--- config.mk ---
export PLATFORM = sky130hd
export DESIGN_NAME = cam_table_loader_flat
export DESIGN_NICKNAME = d
export VERILOG_FILES = /design/src/rtl/cam_pkg.sv /design/src/rtl/cam_table_loader_if.sv /design/src/rtl/cam_entry_gen.sv /design/src/rtl/cam_table_loader.sv /design/src/flat_wrapper.sv
export SDC_FILE = /design/constraint.sdc
export NUM_CORES = 1
export LEC_CHECK = 0
export CORE_AREA = 2 2 264 266
export DETAILED_ROUTE_END_ITERATION = 16
export DIE_AREA = 0 0 266 268
export HOLD_SLACK_MARGIN = 0.12
export PLACE_DENSITY = 0.77
export REMOVE_ABC_BUFFERS = 1
export SYNTH_ARGS = -nofsm -noshare
export SYNTH_HDL_FRONTEND = slang
export SYNTH_SLANG_ARGS = --single-unit
--- constraint.sdc ---
create_clock -name clk -period 6.5 [get_ports clk]
set_clock_uncertainty 0.05 [all_clocks]
set_input_delay 1.625 -clock clk [delete_from_list [all_inputs] [get_ports clk]]
set_output_delay 1.625 -clock clk [all_outputs]
set_load 0.01 [all_outputs]
--- src/rtl/cam_pkg.sv ---
// Shared widths, table types and entry functions for the TCAM adder and its table loader.
package cam_pkg;

  localparam int ADD_DEPTH = 8;
  localparam int SUM_DEPTH = 128;
  localparam int ADD_W     = 2;
  localparam int SUM_W     = 5;
  localparam int IDX_W     = 7;

  typedef logic [2:0] loader_state_e;

  localparam loader_state_e S_IDLE    = 3'd0;
  localparam loader_state_e S_GEN_ADD = 3'd1;
  localparam loader_state_e S_GEN_SUM = 3'd2;
  localparam loader_state_e S_COMMIT  = 3'd3;
  localparam loader_state_e S_DONE    = 3'd4;

  typedef logic [ADD_DEPTH-1:0][ADD_W-1:0] add_tbl_t;
  typedef logic [SUM_DEPTH-1:0][SUM_W-1:0] sum_tbl_t;

  // Bit 0 is the sum bit, bit 1 the carry (majority) bit.
  function automatic logic [ADD_W-1:0] fa_entry(input logic [2:0] i);
    return {(i[2] & i[1]) | (i[2] & i[0]) | (i[1] & i[0]), i[2] ^ i[1] ^ i[0]};
  endfunction

  // p = {s3,s2,s1,c3,c2,c1,c0}; the result never exceeds 22, so 5 bits suffice.
  function automatic logic [SUM_W-1:0] sum_entry(input logic [IDX_W-1:0] p);
    logic [5:0] s;
    s = ({5'd0, p[0]} + {5'd0, p[4]})
      + (({5'd0, p[1]} + {5'd0, p[5]}) << 1)
      + (({5'd0, p[2]} + {5'd0, p[6]}) << 2)
      + ({5'd0, p[3]} << 3);
    return SUM_W'(s);
  endfunction

endpackage

--- src/rtl/cam_table_loader_if.sv ---
// Control, patch and table-output bundle between the loader and its host/adder.
interface cam_table_loader_if;
  import cam_pkg::*;

  logic                  start;
  logic                  commit;
  logic                  tbl_wr_en;
  logic [IDX_W-1:0]      tbl_wr_addr;
  logic [SUM_W-1:0]      tbl_wr_data;
  add_tbl_t              data_add;
  sum_tbl_t              data;
  logic                  write_en;
  logic                  busy;
  logic                  done;

  modport master (
    output start, commit, tbl_wr_en, tbl_wr_addr, tbl_wr_data,
    input  data_add, data, write_en, busy, done
  );

  modport slave (
    input  start, commit, tbl_wr_en, tbl_wr_addr, tbl_wr_data,
    output data_add, data, write_en, busy, done
  );

endinterface

--- src/rtl/cam_entry_gen.sv ---
// Combinational generator of the full-adder and sum table entries for one index.
module cam_entry_gen
  import cam_pkg::*;
(
  input  logic [IDX_W-1:0] idx,
  output logic [ADD_W-1:0] fa_val,
  output logic [SUM_W-1:0] sum_val
);

  assign fa_val  = fa_entry(idx[2:0]);
  assign sum_val = sum_entry(idx);

endmodule

--- src/rtl/cam_table_loader.sv ---
// Builds the TCAM adder lookup tables one entry per cycle, then pulses write_en to commit them.
module cam_table_loader
  import cam_pkg::*;
(
  input  logic clk,
  input  logic rst_n,
  cam_table_loader_if.slave bus
);

  loader_state_e    state, state_next;
  logic [IDX_W-1:0] idx;
  logic [ADD_W-1:0] fa_val;
  logic [SUM_W-1:0] sum_val;
  add_tbl_t         add_tbl;
  sum_tbl_t         sum_tbl;
  logic             write_en_q, busy_q, done_q;
  logic             patch_ok;

  cam_entry_gen u_gen (
    .idx     (idx),
    .fa_val  (fa_val),
    .sum_val (sum_val)
  );

  // In DONE, start takes priority over commit.
  always_comb begin
    state_next = state;
    case (state)
      S_IDLE:    if (bus.start) state_next = S_GEN_ADD;
      S_GEN_ADD: if (idx == IDX_W'(ADD_DEPTH - 1)) state_next = S_GEN_SUM;
      S_GEN_SUM: if (idx == IDX_W'(SUM_DEPTH - 1)) state_next = S_COMMIT;
      S_COMMIT:  state_next = S_DONE;
      S_DONE: begin
        if (bus.start)       state_next = S_GEN_ADD;
        else if (bus.commit) state_next = S_COMMIT;
      end
      default:   state_next = S_IDLE;
    endcase
  end

  assign patch_ok = bus.tbl_wr_en && (state == S_IDLE || state == S_DONE);

  // Status flags are decoded from the next state so they are registered alongside it.
  always_ff @(posedge clk or negedge rst_n) begin
    if (!rst_n) begin
      state      <= S_IDLE;
      idx        <= '0;
      write_en_q <= 1'b0;
      busy_q     <= 1'b0;
      done_q     <= 1'b0;
    end else begin
      state      <= state_next;
      write_en_q <= (state_next == S_COMMIT);
      busy_q     <= (state_next == S_GEN_ADD) || (state_next == S_GEN_SUM) ||
                    (state_next == S_COMMIT);
      done_q     <= (state_next == S_DONE);
      if (state_next != state || (state != S_GEN_ADD && state != S_GEN_SUM))
        idx <= '0;
      else
        idx <= idx + IDX_W'(1);
    end
  end

  always_ff @(posedge clk or negedge rst_n) begin
    if (!rst_n) begin
      add_tbl <= '0;
      sum_tbl <= '0;
    end else if (state == S_GEN_ADD) begin
      add_tbl[idx[2:0]] <= fa_val;
    end else if (state == S_GEN_SUM) begin
      sum_tbl[idx] <= sum_val;
    end else if (patch_ok) begin
      sum_tbl[bus.tbl_wr_addr] <= bus.tbl_wr_data;
    end
  end

  assign bus.data_add = add_tbl;
  assign bus.data     = sum_tbl;
  assign bus.write_en = write_en_q;
  assign bus.busy     = busy_q;
  assign bus.done     = done_q;

endmodule
--- src/flat_wrapper.sv ---
// flat-port wrapper written by rule: the top's interface ports become plain ports
module cam_table_loader_flat import cam_pkg::*;
  (clk, rst_n, bus_start, bus_commit, bus_tbl_wr_en, bus_tbl_wr_addr, bus_tbl_wr_data, bus_data_add, bus_data, bus_write_en, bus_busy, bus_done);
  cam_table_loader_if bus_i ();
  input  logic clk;
  input  logic rst_n;
  input wire logic [$bits(bus_i.start)-1:0] bus_start;
  input wire logic [$bits(bus_i.commit)-1:0] bus_commit;
  input wire logic [$bits(bus_i.tbl_wr_en)-1:0] bus_tbl_wr_en;
  input wire logic [$bits(bus_i.tbl_wr_addr)-1:0] bus_tbl_wr_addr;
  input wire logic [$bits(bus_i.tbl_wr_data)-1:0] bus_tbl_wr_data;
  output wire logic [$bits(bus_i.data_add)-1:0] bus_data_add;
  output wire logic [$bits(bus_i.data)-1:0] bus_data;
  output wire logic [$bits(bus_i.write_en)-1:0] bus_write_en;
  output wire logic [$bits(bus_i.busy)-1:0] bus_busy;
  output wire logic [$bits(bus_i.done)-1:0] bus_done;
  assign bus_i.start = bus_start;
  assign bus_i.commit = bus_commit;
  assign bus_i.tbl_wr_en = bus_tbl_wr_en;
  assign bus_i.tbl_wr_addr = bus_tbl_wr_addr;
  assign bus_i.tbl_wr_data = bus_tbl_wr_data;
  assign bus_data_add = bus_i.data_add;
  assign bus_data = bus_i.data;
  assign bus_write_en = bus_i.write_en;
  assign bus_busy = bus_i.busy;
  assign bus_done = bus_i.done;
  cam_table_loader u_core (.clk(clk), .rst_n(rst_n), .bus(bus_i));
endmodule
# After elaboration in Yosys (flattened, before gate mapping)
# Index checks and enable logic that the tools add are counted.
# totals
regBits,669
elab_cells,205
out_inout_bits,659
in_bits,17
# op_classes
addsub,7
bitwise_logic,8
reduce_logical,12
muxes,18
n_eq_ne,13
order_cmp,6
# ops
operator,n
$bwmux W640,2
$mux W640,2
$demux W5 S7,2
$bwmux W16,1
$lt A7 B8 Y1 const B,2
$mux W3,5
$pmux W3 S5,1
$ge A7 B1 Y1 const B,2
$eq A3 B2 Y1 const B,4
$mux W5,2
$add A7 B1 Y7 const B,1
$eq A7 B3 Y1 const B,1
$eq A7 B7 Y1 const B,1
$mux W7,1
$add A1 B1 Y2,3
$demux W2 S3,1
$eq A3 B1 Y1 const B,2
$eq A3 B3 Y1 const B,2
$add A4 B4 Y5,1
$add A5 B4 Y5,1
$logic_and A1 B1 Y1,5
$add A2 B3 Y4,1
$logic_or A1 B1 Y1,4
$lt A3 B4 Y1 const B,1
12 further kinds,16

# Longest topological paths before layout
# Gate-level depths: netlist of the first run.
# logic_depth
word_depth,7
ltp_mapped,9
mapped_depth_nobuf,6

# By module
# Synthesis of the first run repeated with hierarchy kept, for this count alone.
# hier_totals
cells_unflattened,2793
hier_area_um2,32773.9
# by_module_without_submodules
mod,instances,cells_each,area_each_um2,seq_area_each_um2
cam_table_loader,1,2780,32626.3,16741.1
cam_entry_gen,1,13,147.6,0.0

# Worst setup path after synthesis of the first run
# Ideal clock, no wire load.
# synth_path
path_type,input port to flip-flop
from,input port bus_tbl_wr_addr[4]
to,"register u_core.sum_tbl, in the netlist u_core.bus.data[60]"
setup_ns,0.125
cell_stages,6
n_path_buf,2
arrival_time_ns,3.221
setup_slack_ns,3.104
t_required_ns,6.325
path_cell_list,buf_2 buf_6 nor4b_4 nand2_1 o21ai_1 mux2_2
# synth_via
elab_chain_len,7
word_cells_on_any_way,8
classes_between,2 x order compare; 5 x mux; 1 x reduce/logical
# synth_lines
item,line,rtl
"start, declared",flat_wrapper.sv:10,input wire logic [$bits(bus_i.tbl_wr_addr)-1:0] bus_tbl_wr_addr;
$lt A7 B8 Y1 (implied by the code) or $ge A7 B1 Y1 (tied branches),cam_table_loader.sv:73,sum_tbl[bus.tbl_wr_addr] <= bus.tbl_wr_data;
$logic_and A1 B1 Y1 (implied by the code),cam_table_loader.sv:73,
$mux W5 (implied by the code),cam_table_loader.sv:73,
$demux W5 S7 *,-,
$bwmux W640 *,cam_table_loader.sv:73,
$mux W640 *,cam_table_loader.sv:72,end else if (patch_ok) begin
$mux W640 *,cam_table_loader.sv:70,end else if (state == S_GEN_SUM) begin
"end signal, assigned by index",cam_table_loader.sv:71,sum_tbl[idx] <= sum_val;
"end signal, assigned by index",cam_table_loader.sv:73,
"end, declared",cam_table_loader.sv:15,sum_tbl_t sum_tbl;
# Every way passes the cells marked *; elsewhere a longest branch is shown, timed or not. The select of a mux whose other input is x is not followed.
# A chain may end at the register's enable or synchronous reset.

# Final worst setup path of the first run
# layout_path
from,input port bus_tbl_wr_addr[1]
to,"register u_core.sum_tbl, in the netlist u_core.bus.data[113]"
# Same word-level chain as after synthesis.

==> metrics.md, run 1 <==
| Metric | Value |
|---|---|
| Post-synth ARST share | 100% |
| Worst r2r src | u_core.idx[0] |
| Top cells by area, synth | dfrtp_1, mux2_2, o22ai_1 |
| CTS Hold Bufs | 0 |
| Ys Warns | 0 |
| Clock Tree Root | clkbuf_16 |
| Worst setup SP type | primary input |
| Final ANT Viol Nets | 0 |
| Mean Syn Cell Area | 10.8 µm² |
| Sequential power share | 40.8% |
| Post-DP Area | 41100 µm² |
| Drt drc | 0 |
| Critical path type | primary input to flop |
| DP HPWL | 99500 µm |
| Global-route wire length before repair | 213000 µm |
| Tmin final | 4.99 ns |
| Worst path bufs/invs | 1 |
| Port buffer count | 675 |
| Worst-Margin Slew | 1.32 ns |
| Drt wl/cell | 32.5 µm |
| Initial core utilization | 49.4% |
| Initial antenna violation count | 4 |
| CTS resizes | 0 |
| Total net switching power | 3950 µW |
| Die height | 268 µm |
| Crit path max fanout | 18 |
| Final WS setup | 1.51 ns |
| Slew HR | 10.5% |
| Overall power consumption | 12500 µW |
| I/O Pins | 676 |
| Post-synthesis instance total | 3112 |
| Multi-input logic area | 15600 µm² |
| Chip width | 266 µm |
| Final setup fails | 0 |
| Critical path required time | 7.00 ns |
| Starting DRT DRC Count | 4603 |
| Distinct cells, synth | 79 |
| Rows | 96 |
| WP data arrival | 5.49 ns |
| R2r setup slk | 2.52 ns |
| Max_cap viols | 0 |
| Switching share of total power | 31.7% |
| CTS max path bufs | 3 |
| EDFF count, synth | 0 |
| Dpl ws | 1.11 ns |
| CTS Buf Count | 73 |
| CP Cell Sequence | clkdlybuf4s50_1, nor4bb_2, nand2_1, nor2_1, a221o_1 |
| Register area share after synthesis | 49.6% |
| Post-Layout Inst Area | 43500 µm² |
| CP top delay family | simple AND/OR/NAND/NOR gates |
| Crit end category | flop |
| Sink Count | 669 |
| Worst setup path endpoint | u_core.bus.data[113] |
| FF-to-FF End | u_core.bus.data[492] |
| Fin. Hold Viols | 0 |
| Commonest cells after routing, fill and taps aside | clkdlybuf4s50_1, dfrtp_1, o22ai_1 |
| Worst-Skew Late Latency | 0.62 ns |
| Core area | 68200 µm² |
| Type of the tightest min-delay check | flop to flop |
| Ys flop type | dfrtp_1 |
| Clk slew on worst S/H paths | 0.06 ns |
| Crit. path cell count | 5 |
| Max VDD drop | 0.000194 V |
| Pwr Density | 286 nW/µm² |
| Via count | 32100 |
| Leakage | 0.0158 µW |
| Mapped Area | 33700 µm² |
| Share of layout cells above drive strength 1 | 17.3% |
| Post-layout nets | 3666 |
| Status | completed |
| Final wirelength | 149000 µm |
| Critical path startpoint | bus_tbl_wr_addr[1] |
| Slew Limit Fails | 0 |
| Fill count | 5486 |
| Worst r2r path cells | 7 |
| Vias in the first global route | 30900 |
| Comb power frac | 24.3% |
| Routability Congestion | 0.932 |
| Largest net degree at the start of global routing | 152 |
| CTS tree | done |
| Vias per Instance | 7.02 |
| Worst path max stage delay | 0.97 ns |
| GRT Overall Usage | 40.5% |
| RSZ-0062 raised after global routing | false |
| Die footprint | 71300 µm² |
| Power share of the clock group | 34.9% |
| Initial DRT Pass Iterations | 8 |
| FMAX | 200 MHz |
| Synth top area share | 49.6% |
| Flip-flop and latch count after synthesis | 669 |
| GRT overflow | 0 |
| Setup Fix Bufs, Post-CTS | 0 |
| Most common cell after layout, fill and taps aside | clkdlybuf4s50_1 |
| Power Internal | 8500 µW |
| Sequential Area | 16700 µm² |
| Cell type with the largest total area after synthesis | dfrtp_1 |
| H-tree levels | 3 |
| Slowest cell on the critical path | nor2_1 |
| Period Utilization, post-route | 76.7% |
| Area growth syn-to-layout | 29.1% |
==> Yosys cell counts, drive strengths merged (3+ instances only) <==
| master | count |
|---|---|
| dfrtp | 669 |
| o22ai | 373 |
| mux2 | 352 |
| nand2 | 266 |
| nor2 | 212 |
| a221o | 183 |
| clkbuf | 170 |
| buf | 129 |
| nand3 | 111 |
| inv | 65 |
| o221ai | 52 |
| o32ai | 48 |
| nand4 | 45 |
| o22a | 43 |
| a21o | 40 |
| o21ai | 30 |
| a21oi | 29 |
| a21boi | 24 |
| nor4b | 20 |
| nor3 | 19 |
| and2 | 17 |
| o211ai | 16 |
| a211oi | 15 |
| and3 | 15 |
| and4b | 14 |
| o2111ai | 14 |
| and4bb | 12 |
| o21a | 12 |
| o21bai | 12 |
| ha | 11 |
| a22o | 8 |
| nor3b | 8 |
| nand3b | 7 |
| nor2b | 7 |
| nor4bb | 7 |
| and4 | 6 |
| nand4bb | 6 |
| a22oi | 5 |
| and3b | 5 |
| nand2b | 4 |
| nand4b | 4 |
| or3b | 4 |
| xnor2 | 4 |
| xor2 | 3 |
==> sequential cells by signal, indices dropped and copies added (netlist names) <==
name and flops:
u_core.bus.busy 1, u_core.bus.data_add 16, u_core.state 3, u_core.bus.data 640, u_core.bus.write_en 1, u_core.idx 7
u_core.bus.done 1
==> cells by family (layout without fill, tap and decap cells) <==
logic type                 count (synthesis)  count (layout)  synth area share, %
AOI/OAI and AO/OA                        912             912                 21.0
and+or+nand+nor                          796             796                 12.2
DFF                                      669             669                 49.6
buffers and inverters                    364             943                 4.68
muxes                                    352             352                 11.7
adders and majority gates                 12              12                0.467
xor gates and xnor gates                   7               7                0.182
other                                      0               3                    0
==> how the worst min path moves through the flow <==
stage / startpoint / endpoint / slack, ns / depth (start not counted)
after floorplan: u_core.bus.data[449] / u_core.bus.data[449] / 0.47 / 1
after global placement: u_core.bus.data[319] / u_core.bus.data[319] / 0.41 / 1
after detailed placement: u_core.bus.data[449] / u_core.bus.data[449] / 0.41 / 1
after CTS: u_core.bus.data[449] / u_core.bus.data[449] / 0.43 / 1
after global routing: u_core.bus.data[449] / u_core.bus.data[449] / 0.45 / 1
final: u_core.bus.data[449] / u_core.bus.data[449] / 0.43 / 1
==> cell type report <==
| cell class | count | share of cell area (%) |
|---|---|---|
| clock inverter | 27 | 0.874 |
| clock buffer | 102 | 4.70 |
| timing repair buffer | 749 | 17.0 |
| tap | 882 | 2.53 |
| inverter | 65 | 0.560 |
| antenna | 3 | 0.0172 |
| sequential | 669 | 38.5 |
| multi-input combinational | 2079 | 35.9 |
==> worst register-to-register path, stage by stage (launching register included) <==
cell	delay (ns)
dfrtp_1	0.99
ha_1	0.35
ha_1	0.24
xor2_1	0.14
nand2_4	0.80
buf_4	0.77
o22ai_1	0.23
mux2_2	0.30
==> routing by layer <==
metal,GRT usage (%),wire length (µm),vias up
met4,23.7,9940,4
met2,62.6,66800,2601
li1,-,-,13000
met3,13.9,20100,562
met5,0,26,-
met1,49.6,51900,15900
==> metrics by stage <==
step                hold WS [ns]  utilization (%)  setup TNS (ns)  instances
floorplan                  0.468                -         -194.55       2813
global placement           0.407             60.2               0       4444
detailed placement         0.415             60.2               0       4444
CTS                        0.428             63.8               0       4573
global route               0.447             63.8               0       4574
finish                     0.429             63.8               0       4576
==> power by group through the flow <==
stage	Clock [µW]	Combinational [µW]	Sequential [µW]
6_report	4350	3030	5070
2_1_floorplan	0	954	5190
4_1_cts	4340	2980	5050
5_1_grt	4520	3130	5100
3_5_place_dp	0	2970	5120
3_3_place_gp	0	2930	5120
Power figures use the tool's default switching activity.
==> inputs of run 2 (changes only) <==
- CORE_AREA: 2 2 264 266 -> 2 2 266 268
- DIE_AREA: 0 0 266 268 -> 0 0 268 270
- PLACE_DENSITY: 0.77 -> 0.76
- clock period: 6.5 -> 4.9 ns (I/O delays scaled with it)
==> metrics.md, run 2 (synthesis results as in run 1) <==
| Metric | Value |
|---|---|
| Status | completed |
| H-tree levels | 3 (unchanged) |
| Max Used Layer | met5 |
| Sum Neg Setup Slack | 0 ns (unchanged) |
| Initial core utilization | 48.5% (-0.94 points) |
| Worst setup SP type | primary input |
| Port buffer count | 675 (unchanged) |
| Vias per Instance | 6.97 (-0.65%) |
| CTS Buf Count | 73 (unchanged) |
| Tmin final | 4.01 ns |
| Sequential power share | 40.6% (-0.2 points) |
| Most common cell after layout, fill and taps aside | clkdlybuf4s50_1 |
| Clock Tree Root | clkbuf_16 |
| WP data arrival | 4.52 ns (-0.97 ns) |
| Largest net degree at the start of global routing | 120 (-21%) |
| Setup Fix Bufs, Post-CTS | 0 (unchanged) |
| Share of layout cells above drive strength 1 | 18.6% (+1.3 points) |
| Dpl ws | 0.462 ns (-0.649 ns) |
| Slew HR | 15.3% (+4.8 points) |
| Routability Congestion | 0.929 (-0.29%) |
| CTS max path bufs | 3 (unchanged) |
| Drt wl/cell | 32.7 µm (+0.63%) |
| Post-layout nets | 3719 (+1.4%) |
| Area growth syn-to-layout | 30.8% |
| Max_cap viols | 0 (unchanged) |
| Power Internal | 11300 µW (+33%) |
| Commonest cells after routing, fill and taps aside | clkdlybuf4s50_1, dfrtp_1, o22ai_1 |
| Slowest cell on the critical path | nor2_1 |
| R2r setup slk | 1.20 ns (-1.32 ns) |
| Critical path required time | 5.40 ns (-1.60 ns) |
| DP HPWL | 104000 µm (+4.3%) |
| Final WS setup | 0.886 ns (-0.625 ns) |
| Placed cell count | 4555 (+2.5%) |
| Final Core Density | 63.5% (-0.35 points) |
| WL met2 | 68200 µm (+2.1%) |
| Sink Count | 669 (unchanged) |
| Fin cells | 4684 (+2.4%) |
| Worst-Margin Slew | 1.27 ns (-0.0556 ns) |
| I/O Pins | 676 (unchanged) |
| CTS Hold Bufs | 0 (unchanged) |
| Comb power frac | 24.5% (+0.2 points) |
| Worst r2r path cells | 7 (unchanged) |
| Worst path max stage delay | 0.88 ns (-0.09 ns) |
| CP Cell Sequence | clkdlybuf4s50_1, nor4bb_2, nand2_1, nor2_1, a221o_1 |
| Final wirelength | 153000 µm (+3.0%) |
| GRT overflow | 0 (unchanged) |
| Initial antenna violation count | 5 (+1) |
| Max VDD drop | 0.000268 V (+38%) |
| Die height | 270 µm (+0.75%) |
| Fin. Hold Viols | 0 (unchanged) |
| Final setup fails | 0 (unchanged) |
| Vias in the first global route | 31900 (+3.1%) |
| Worst r2r src | u_core.idx[6] |
| Type of the tightest min-delay check | flop to flop |
| Via count | 32700 (+1.7%) |
| Rows | 97 (+1.0%) |
| GRT Overall Usage | 41.5% (+0.97 points) |
| RSZ-0062 raised after global routing | false |
| Pwr Density | 377 nW/µm² (+32%) |
| Slew Limit Fails | 0 (unchanged) |
| Period Utilization, post-route | 81.9% |
| Drt drc | 0 (unchanged) |
| CTS resizes | 0 (unchanged) |
| Max reg flops | 640 (unchanged) |
| Starting DRT DRC Count | 4775 (+3.7%) |
| Global-route wire length before repair | 221000 µm (+3.7%) |
| Final ANT Viol Nets | 0 (unchanged) |
| Power share of the clock group | 34.9% (about the same) |
| Chip width | 268 µm (+0.75%) |
| Total net switching power | 5320 µW (+35%) |
| Initial DRT Pass Iterations | 6 (-2) |
| Clk slew on worst S/H paths | 0.06 ns (about the same) |
| FMAX | 249 MHz |
| Critical path startpoint | bus_tbl_wr_en |
| Core area | 69500 µm² (+1.9%) |
| Switching share of total power | 32.0% (+0.28 points) |
| Crit end category | flop |
| Worst setup path endpoint | u_core.bus.data[433] |
| Worst-Skew Late Latency | 0.62 ns (about the same) |
| Wl on met1 | 53400 µm (+2.9%) |
| Critical path type | primary input to flop |
| Die footprint | 72400 µm² (+1.5%) |
| Met3 wire len | 20900 µm (+3.9%) |
| Crit path max fanout | 14 (-4) |
| FF-to-FF End | u_core.bus.data[323] |
| Leakage | 0.0161 µW (+2.0%) |
| CTS tree | done |
==> run 2: cell type report <==
cell class,instances,area [µm²]
tap,940,1180
clock buffer,106,2190
sequential,669,16700
fill,5424,25400
clock inverter,20,283
multi-input combinational,2079,15600
inverter,65,244
timing repair buffer,802,7870
antenna,3,7.51
==> run 2: worst min-delay path by stage <==
stage	start	endpoint	slack, ns	depth (start not counted)
3_3_place_gp	u_core.bus.data[624]	u_core.bus.data[624]	0.41	1
5_1_grt	u_core.bus.data[344]	u_core.bus.data[344]	0.44	1
3_5_place_dp	u_core.bus.data[449]	u_core.bus.data[449]	0.41	1
2_1_floorplan	u_core.bus.data[449]	u_core.bus.data[449]	0.47	1
6_report	u_core.bus.data[344]	u_core.bus.data[344]	0.43	1
4_1_cts	u_core.bus.data[344]	u_core.bus.data[344]	0.43	1
==> run 2: critical path, delay by kind of cell <==
kind,cells,cell delay (ns)
AOI/OAI and AO/OA,1,0.29
buffers and inverters,1,0.59
and+or+nand+nor,3,2.39
==> run 2: stage by stage <==
stage	area [µm²]	hold slack (ns)	power [µW]
6_report	44100	0.433	16600
4_1_cts	44100	0.430	16500
2_1_floorplan	32400	0.468	8150
5_1_grt	44100	0.436	17000
3_5_place_dp	41700	0.415	10800
3_3_place_gp	41700	0.409	10700
==> run 2: power by group through the flow <==
stage	Combinational [µW]	Clock [µW]	Sequential [µW]
after floorplan	1270	0	6880
after global placement	3920	0	6810
after detailed placement	3970	0	6810
after CTS	3990	5790	6730
after global routing	4210	6010	6790
final	4070	5800	6750
==> run 2: layer usage <==
layer / GRT usage [%] / vias to the layer above
li1: - / 13200
met1: 51.3 / 16100
met2: 63.3 / 2774
met3: 13.9 / 661
met4: 24.2 / 2
met5: 0 / -
